===== config.mk =====
export PLATFORM = sky130hd
export DESIGN_NAME = seg7_scan_display
export DESIGN_NICKNAME = d
export VERILOG_FILES = /design/src/rtl/seg7_pkg.sv /design/src/rtl/seg7_scan_display_hex7_decoder.sv /design/src/rtl/seg7_scan_display.sv
export SDC_FILE = /design/constraint.sdc
export NUM_CORES = 1
export LEC_CHECK = 0
export ABC_CLOCK_PERIOD_IN_PS = 3800
export CAP_MARGIN = 40
export CORE_UTILIZATION = 29
export CTS_BUF_LIST = sky130_fd_sc_hd__clkbuf_2 sky130_fd_sc_hd__clkbuf_4 sky130_fd_sc_hd__clkbuf_8
export CTS_CLUSTER_SIZE = 12
export DETAILED_ROUTE_END_ITERATION = 10
export PLACE_DENSITY = 0.56
export RECOVER_POWER = 25
export SETUP_SLACK_MARGIN = 0.2
export SYNTH_ARGS = -nofsm -noshare
export SYNTH_HDL_FRONTEND = slang
export SYNTH_HIERARCHICAL = 1
export SYNTH_SLANG_ARGS = --single-unit

===== constraint.sdc =====
create_clock -name clk -period 3.8 [get_ports clk]
set_input_delay 1.14 -clock clk [delete_from_list [all_inputs] [get_ports clk]]
set_output_delay 1.14 -clock clk [all_outputs]
set_load 0.02 [all_outputs]

===== src/rtl/seg7_pkg.sv =====
// Shared constants for the seven-segment scan driver:
// hex font, blank pattern and index-width helper.
package seg7_pkg;

  // Active-high gfedcba patterns for nibbles 0..F.
  localparam logic [6:0] FONT [16] = '{
    7'h3F, 7'h06, 7'h5B, 7'h4F,
    7'h66, 7'h6D, 7'h7D, 7'h07,
    7'h7F, 7'h6F, 7'h77, 7'h7C,
    7'h39, 7'h5E, 7'h79, 7'h71
  };

  localparam logic [6:0] SEG_OFF = 7'h00;

  function automatic int idx_w(input int n);
    return (n > 1) ? $clog2(n) : 1;
  endfunction

endpackage


===== src/rtl/seg7_scan_display_hex7_decoder.sv =====
// Combinational nibble to active-high gfedcba
// segment pattern lookup.
module hex7_decoder
  import seg7_pkg::*;
(
  input  logic [3:0] nib,
  output logic [6:0] seg
);

  assign seg = FONT[nib];

endmodule


===== src/rtl/seg7_scan_display.sv =====
// Time-multiplexed seven-segment driver with shadow
// registers, leading-zero blanking and dead time.
module seg7_scan_display
  import seg7_pkg::*;
#(
  parameter int DIGITS     = 8,
  parameter int SCAN_DIV   = 50000,
  parameter bit ACTIVE_LOW = 1'b1
) (
  input  logic                  clk,
  input  logic                  reset,
  input  logic [4*DIGITS-1:0]   value,
  input  logic [DIGITS-1:0]     dp_in,
  input  logic                  load,
  input  logic                  lz_en,
  output logic [6:0]            seg,
  output logic                  dp,
  output logic [DIGITS-1:0]     an
);

  localparam int IW = idx_w(DIGITS);
  localparam int CW = $clog2(SCAN_DIV);

  logic [CW-1:0]       cnt;
  logic [IW-1:0]       idx;
  logic [4*DIGITS-1:0] sh_val;
  logic [DIGITS-1:0]   sh_dp;

  logic                slot_end;
  logic [DIGITS-1:0]   blank;
  logic [3:0]          nib;
  logic                blank_cur;
  logic                dp_hi;
  logic [DIGITS-1:0]   an_hi;
  logic [6:0]          font_seg;
  logic [6:0]          seg_hi;

  assign slot_end = (cnt == CW'(SCAN_DIV - 1));

  // Blank a digit when it and everything above it is zero.
  always_comb begin
    logic zr;
    zr    = 1'b1;
    blank = '0;
    for (int i = DIGITS - 1; i >= 0; i--) begin
      zr       = zr && (sh_val[4*i +: 4] == 4'h0);
      blank[i] = lz_en && zr && (i != 0);
    end
  end

  always_comb begin
    nib       = '0;
    blank_cur = 1'b0;
    dp_hi     = 1'b0;
    an_hi     = '0;
    for (int i = 0; i < DIGITS; i++) begin
      if (idx == IW'(i)) begin
        nib       = sh_val[4*i +: 4];
        blank_cur = blank[i];
        dp_hi     = sh_dp[i];
        an_hi[i]  = (cnt != '0);
      end
    end
  end

  hex7_decoder u_dec (
    .nib (nib),
    .seg (font_seg)
  );

  assign seg_hi = blank_cur ? SEG_OFF : font_seg;

  always_ff @(posedge clk) begin
    if (!reset) begin
      cnt    <= '0;
      idx    <= '0;
      sh_val <= '0;
      sh_dp  <= '0;
    end else begin
      cnt <= slot_end ? '0 : cnt + 1'b1;
      if (slot_end)
        idx <= (idx == IW'(DIGITS - 1)) ? '0 : idx + 1'b1;
      if (load) begin
        sh_val <= value;
        sh_dp  <= dp_in;
      end
    end
  end

  always_ff @(posedge clk) begin
    if (!reset) begin
      seg <= SEG_OFF ^ {7{ACTIVE_LOW}};
      dp  <= ACTIVE_LOW;
      an  <= {DIGITS{ACTIVE_LOW}};
    end else begin
      seg <= seg_hi ^ {7{ACTIVE_LOW}};
      dp  <= dp_hi ^ ACTIVE_LOW;
      an  <= an_hi ^ {DIGITS{ACTIVE_LOW}};
    end
  end

endmodule


* Word-level counts from Yosys, hierarchy flattened
Memory sizes are Yosys's and may differ from the RTL's. Index checks and enable logic that the tools add are counted. Widths: inputs -> output; s select.
Word-level totals: bits in registers 75, input port bits 44, memories 1, output and inout bits 16, logic and storage cells 82, ROM bits 112
Memory list:
- (no name shown) | depth 16, bits a word 7, read ports 1, clocked after Yosys merged registers in 0, wr ports 0, RTL line seg7_scan_display_hex7_decoder.sv:10 | assign seg = FONT[nib];
Cells by class: $lt $le $gt $ge 1, reduce and logical (&&, ||, !) cells 23, equality and inequality tests 8, multiplexer cells 35, $add $sub $neg 2, bitwise gates (word level) 5
Operator list (count):
- $mux 4 | 8
- $logic_not 4->1 | 7
- $mux 1 | 23
- $mux 7 | 3
- $add 16x1->16 const B | 1
- $eq 16x16->1 const B | 1
- $reduce_bool 16->1 | 1
- $logic_and 1x1->1 | 13
- $eq 3x3->1 const B | 4
- $not 8->8 | 1
- $not 7->7 | 1
- $eq 3x2->1 const B | 2
- $ge 5x5->1 const B | 1
- $not 4->5 | 1
- $add 3x1->3 const B | 1
- $eq 3x1->1 const B | 1
- $logic_not 3->1 | 1
- $mux 3 | 1
- $not 1->1 | 2
- $reduce_or 2->1 | 1

* Depth between registers and ports, before layout
Gate-level depths: netlist of run 1.
depth after elaboration 17, gate-level depth with buffers 13, mapped depth without buffers 11

* Modules after synthesis
The synthesis of run 1 kept the hierarchy.
By module, submodules not included:
- seg7_scan_display | cells each 381, sequential area each 1501.4 um^2, area each 3393.3 um^2, instances 1
- hex7_decoder | cells each 33, sequential area each 0.0 um^2, area each 290.3 um^2, instances 1

* Worst setup path after synthesis of run 1
OpenSTA, ideal clock, no wires.
kind flip-flop to flip-flop, start point register idx[2], end point register seg[3], data required time 3.719 ns, buffers on the path 1, cell stages (with the launch flop) 12, clock period less this slack 3.003 ns, arrival 2.922 ns, setup slack 0.797 ns, path through dfxtp_1 > inv_1 > clkbuf_1 > ha_1 > or2_2 > a211oi_1 > o22ai_1 > a221oi_1 > inv_1 > ha_1 > mux4_1 > o211ai_1
Between the ends: word-level cells in the longest chain between the ends 15, elaborated cells on any way between the ends 29
Ends and longest elaborated chain:
- start, declared | RTL line seg7_scan_display.sv:25 | logic [IW-1:0] idx;
- start signal, assigned | RTL line seg7_scan_display.sv:82 | idx <= (idx == IW'(DIGITS - 1)) ? '0 : idx + 1'b1;
- $logic_not 3->1 | RTL line seg7_scan_display.sv:57 | if (idx == IW'(i)) begin
- $mux 4 (7 in series) | RTL line seg7_scan_display.sv:57
- $mux 4 * | RTL line seg7_scan_display.sv:57
- via nib[1] | RTL line seg7_scan_display.sv:31 | logic [3:0] nib;
- $not 4->5 (not written as such) * | RTL line seg7_scan_display_hex7_decoder.sv:10
- $mem_v2 16x7 *
- $mux 7 (not written as such) * (2 in series) | RTL line seg7_scan_display_hex7_decoder.sv:10
- via font_seg[3] | RTL line seg7_scan_display.sv:35 | logic [6:0] font_seg;
- $mux 7 * | RTL line seg7_scan_display.sv:71 | assign seg_hi = blank_cur ? SEG_OFF : font_seg;
- $not 7->7 (no source line) *
- end signal, assigned | RTL line seg7_scan_display.sv:92 | seg <= SEG_OFF ^ {7{ACTIVE_LOW}};
- end signal, assigned | RTL line seg7_scan_display.sv:96 | seg <= seg_hi ^ {7{ACTIVE_LOW}};
- end, declared | RTL line seg7_scan_display.sv:16 | output logic [6:0] seg,
The timed path passes the listed nets; every way through them passes the cells marked *. The select of a mux whose other input is x is not followed. A chain may end at the register's enable or synchronous reset.

* Worst setup path after layout of run 1
Ends and elaborated chain as after synthesis.

==> results of run 1 <==
==> routing by layer <==
metal  GRT usage  wire length, microns
met1      0.1813                  4152
met2      0.2368                  4087
met3     0.03970                   407
met4     0.05022                   131
met5           0                     0
==> stage by stage <==
stage                     power (mW)  hold WS, ps
final                          1.881        493.2
after global routing           1.971        522.1
after CTS                      1.909        504.2
after detailed placement       1.086        468.0
after global placement         1.083        480.7
after floorplan               0.9883        430.1
==> report_power, final <==
part | total (mW) | internal [mW] | leakage, nW | switching [mW]
sequential | 0.850 | 0.822 | 0.616 | 0.0278
combinational | 0.215 | 0.118 | 1.09 | 0.0967
clock | 0.816 | 0.512 | 0.131 | 0.304
==> worst max path at each step <==
stage	startpoint	to	slack, ps	depth (start not counted)
5_1_grt	idx[2]	seg[3]	260	11
3_5_place_dp	idx[2]	seg[3]	530	11
4_1_cts	idx[2]	seg[3]	490	11
6_report	idx[2]	seg[3]	490	11
3_3_place_gp	idx[2]	seg[3]	670	11
2_1_floorplan	idx[2]	seg[3]	800	11
==> sequential cells by signal, indices dropped and copies added, names as in the netlist <==
name    flops
idx         3
seg         7
cnt        16
sh_val     32
sh_dp       8
an          8
dp          1
==> area by class of cell <==
type,count,area [sq um]
fillers,1288,7513
multi-input cells,293,1987
flip-flops and latches,75,1501
repair buffers,68,649.4
well taps,168,210.2
clock inverters,6,136.4
clock buffers,10,131.4
inverters,22,82.58
==> cells in the mapped netlist, types with 2 or more instances <==
cell      count
dfxtp_1      75
nor2_1       70
mux2i_1      42
inv_1        21
a21oi_1      20
nand2_1      20
ha_1         15
nor3_1       12
buf_2         9
clkbuf_1      9
nand3_1       9
nor4_1        8
xnor2_1       8
nand4_1       7
o211ai_1      7
o21ai_0       7
a211oi_1      6
nor2b_1       6
buf_1         5
xor2_1        5
nand3b_1      4
a221oi_1      3
nor3b_1       3
o22ai_1       3
and3_1        2
mux2_2        2
nand2b_1      2
o21a_1        2
o31a_1        2
o31ai_1       2
or4_1         2
==> layout by cell type, fill, tap and decap left out, types with 8 or more instances in the layout <==
cell	n
nor3_1	12
ha_1	15
mux2i_1	42
dfxtp_1	75
nand3_1	9
clkbuf_8	9
clkdlybuf4s50_1	57
buf_4	8
o21ai_0	8
inv_1	22
nor4_1	8
nand2_1	20
a21oi_1	20
nor2_1	70
xnor2_1	8
==> cell families after synthesis <==
| logic type | share of synthesized area |
|---|---|
| AOI/OAI and AO/OA | 0.1118 |
| xor gates and xnor gates | 0.03091 |
| adders and majority gates | 0.05095 |
| buffers and inverters | 0.05197 |
| DFF | 0.4076 |
| muxes | 0.1315 |
| and+or+nand+nor | 0.2154 |
==> reports/metrics.csv, run 1 <==
metric,value,unit
layout.nets,528,
path_clk_slew,80,ps
routedWlPerCell,13.67,microns
grt_overflow,0,
holdBufCountCts,0,
area_growth,27.55,%
grt_use_total,0.1440,
path_buf_inv,3,
syn_inst,414,
rsz0062_at_grt,false,
grt_pass1_wl,14660,microns
hold_end,dp,
layout.cells.non_filler,642,
max_stage_delay,590,ps
synth_seq_area_share,0.4076,
hold_depth,1,
period_share,0.8723,
cap_violations,1,
post-place-ws,532.1,ps
startpoint_type,flop,
fmax,301.7,MHz
wl,8779,microns
vias_per_cell,4.690,
worst_path_dominant_cell_family,compound AO/OA/AOI/OAI gates,
grt_max_degree,30,
dp_cells,626,
synth_area_leaders,"dfxtp_1 41%, mux2i_1 11%, nor2_1 7.1%, ha_1 5.1%, a21oi_1 2.7%",
ys.flop_type,dfxtp_1,
layout_setup_ws,485.3,ps
ctsResizeCount,0,
die-area,13160,sq um
drtIter0Drc,147,
cts_max_path_buffers,2,
grt_pass1_vias,2979,
powerDensity,400.4,nW/um^2
crit_chain,inv_1 > ha_1 > or2_2 > a211oi_1 > o22ai_1 > a221oi_1 > buf_4 > inv_1 > ha_1 > mux4_1 > o211ai_1,
vdd_drop_max,0.1696,mV
path_max_fanout,13,
r2r_end,seg[3],
io_buffers,59,
drc,0,
io_pins,60,
synthArstFlopShare,0,
tritoncts,built,
ys_ff_latch,75,
finish.utilization,0.3847,
hpwl,6475,microns
setup_viol,0,
drive_above_1_share,0.07806,
first_pass_iters,4,
gp_congestion,0.8641,
clock-sinks,75,
finClkSkew,10.26,ps
path_class,flop to flop,
synth_cell_types,57,
r2r-start,idx[2],
start_util,0.3016,
dieHeight,114.7,microns
maxSlewViolCount,16,
cp_slowest_cell,dfxtp_1,
yosys_warnings,6,
outcome,"complete, but fails checks",
vias,3011,
root_buffer,clkbuf_8,
worstMarginPinSlew,1655,ps
cp.required,4080,ps
synth_area,3684,sq um
place_area,4438,sq um
failed_checks,"capacitance limit, slew limit",
synth_top_area_cell,dfxtp_1,
synth_edf_count,0,
stdcell_area,4698,sq um
antenna_found_initial,0,
reg2reg_setup_slack,490,ps
end_kind,flop,
worstHoldStart,sh_dp[7],
postCtsSetupBuffers,0,
h-tree-depth,3,
synth_area_per_cell,8.897,sq um
synth_top_area_share,0.4076,
coreArea,12210,sq um
rows,40,
numCtsBuffers,9,
ff2ff_path_depth,11,
finalHoldViolations,0,
ant_nets,0,
min_period,3315,ps
p_leak,1.833,nW
clkLatencyLatePin,360,ps
setup-tns-final,0,ps
hold_path_class,flop to flop,
cp.arrival,3600,ps
syn_nets,473,
slew_headroom,-0.1152,
dieWidth,114.7,microns
diodes,0,
Power figures use the tool's default switching activity.
==> inputs of run 2 (changes only) <==
--- a/config.mk
+++ b/config.mk
@@ -11,7 +11,7 @@
 export CTS_BUF_LIST = sky130_fd_sc_hd__clkbuf_2 sky130_fd_sc_hd__clkbuf_4 sky130_fd_sc_hd__clkbuf_8
 export CTS_CLUSTER_SIZE = 12
 export DETAILED_ROUTE_END_ITERATION = 10
-export PLACE_DENSITY = 0.56
+export PLACE_DENSITY = 0.5
 export RECOVER_POWER = 25
 export SETUP_SLACK_MARGIN = 0.2
 export SYNTH_ARGS = -nofsm -noshare
==> run 2 against run 1 <==
- the flow still finishes with violations (capacitance limit, slew limit)
- via count is 0.90% higher
- non-clock buffer count stayed put
- sequential share of layout area is 0.15 points higher
- largest power group unchanged
==> reports/metrics.csv, run 2 (same netlist as run 1, synthesis figures left out) <==
metric,value,unit,change
worstMarginPinSlew,1680,ps,+24.51 ps
clkLatencyLatePin,360,ps,about the same
path_max_fanout,33,,+20
io_pins,60,,unchanged
r2r_end,seg[3],,
tritoncts,built,,
rows,40,,unchanged
hpwl,6491,microns,+0.25%
period_share,0.8809,,+0.008607
hold_depth,1,,unchanged
end_kind,flop,,
grt_overflow,0,,unchanged
hold_path_class,flop to flop,,
cp.arrival,3630,ps,+30 ps
vias_per_cell,4.732,,+0.90%
dieWidth,114.7,microns,unchanged
antenna_found_initial,0,,unchanged
cts_max_path_buffers,2,,unchanged
ctsResizeCount,0,,unchanged
first_pass_iters,4,,unchanged
slew_headroom,-0.1317,,-0.01651
holdBufCountCts,0,,unchanged
cap_violations,2,,+1
routedWlPerCell,14.01,microns,+2.5%
setup_viol,0,,unchanged
area_growth,26.94,%,
total_power,1.831,mW,-2.7%
reg2reg_setup_slack,680,ps,+190 ps
vias,3038,,+0.90%
r2r-start,idx[0],,
drc,0,,unchanged
start_util,0.3016,,unchanged
finClkSkew,9.634,ps,-0.6250 ps
setup-tns-final,0,ps,unchanged
reg_top3,"sh_val (32), cnt (16)",,
drive_above_1_share,0.07595,,-0.002110
grt_pass1_vias,2883,,-3.2%
ant_nets,0,,unchanged
grt_use_total,0.1431,,-0.0009025
p_leak,1.822,nW,-0.56%
startpoint_type,primary input,,
maxSlewViolCount,40,,+24
min_period,3347,ps,+32.71 ps
h-tree-depth,3,,unchanged
layout.nets,528,,unchanged
cp.required,4080,ps,about the same
hold_end,dp,,
fillCellCount,1278,,-0.78%
worstHoldStart,sh_dp[7],,
failed_checks,"capacitance limit, slew limit",,
outcome,"complete, but fails checks",,
clock-sinks,75,,unchanged
finalHoldViolations,0,,unchanged
drtIter0Drc,96,,-35%
final_common_cell,dfxtp_1,,
final_cell_mix,"75 x dfxtp_1, 70 x nor2_1, 57 x clkdlybuf4s50_1",,
ff2ff_path_depth,10,,-1
path_clk_slew,80,ps,about the same
fmax,298.7,MHz,-0.98%
coreArea,12210,sq um,unchanged
rsz0062_at_grt,false,,
die-area,13160,sq um,unchanged
diodes,0,,unchanged
grt_max_degree,34,,+13%
top_register,sh_val,,
dieHeight,114.7,microns,unchanged
path_class,primary input to flop,,
gp_congestion,0.7843,,-9.2%
numCtsBuffers,9,,unchanged
grt_pass1_wl,14500,microns,-1.0%
postCtsSetupBuffers,0,,unchanged
wl,8995,microns,+2.5%
largest_reg_flops,32,,unchanged
powerDensity,391.5,nW/um^2,-2.2%
io_buffers,59,,unchanged
root_buffer,clkbuf_8,,
vdd_drop_max,0.2098,mV,+24%
run 2: layout make-up:
type / instances / area, sq um / area share
Multi-Input combinational cell: 293 / 1987 / 0.4249
Sequential cell: 75 / 1501 / 0.3211
Timing Repair Buffer: 68 / 645.6 / 0.1381
Tap cell: 168 / 210.2 / 0.04496
Clock buffer: 10 / 137.6 / 0.02944
Clock inverter: 6 / 111.4 / 0.02382
Inverter: 22 / 82.58 / 0.01766
run 2: worst max path at each step:
stage | from | to | slack [ps] | depth (start not counted)
after floorplan | idx[2] | seg[3] | 800 | 11
after global placement | idx[0] | seg[3] | 760 | 10
after detailed placement | idx[0] | seg[3] | 680 | 10
after CTS | idx[0] | seg[3] | 640 | 10
after global routing | reset | dp | 210 | 5
final | reset | dp | 450 | 5
run 2: routing by layer:
metal  vias up  part of all wire  GRT usage
met5         -                 0          0
met4         0             0.011    0.04416
met3         9             0.041    0.03547
met2        68              0.46     0.2352
met1      1396              0.48     0.1848
li1       1565                 -          -
run 2: where the power goes:
group          switching (mW)  total (mW)  internal [mW]
clock                   0.311       0.766          0.455
combinational          0.0971       0.214          0.117
sequential             0.0283       0.850          0.822
total                   0.436        1.83           1.39
run 2: worst max-delay path, cell delays in order:
cell and delay, ps:
dlygate4sd3_1 610, inv_1 450, clkbuf_1 1080, nor3_1 110, a32oi_1 230
run 2: metrics by stage:
step	utilization	instances	setup WS (ps)	area, sq um	hold WS [ps]
2_1_floorplan	-	414	796.8	3684	430.1
3_3_place_gp	0.3634	626	761.3	4438	479.5
3_5_place_dp	0.3634	626	679.3	4438	475.1
4_1_cts	0.3838	642	641.7	4687	492.9
5_1_grt	0.3829	642	206.1	4676	511.4
6_report	0.3829	642	452.6	4676	493.8
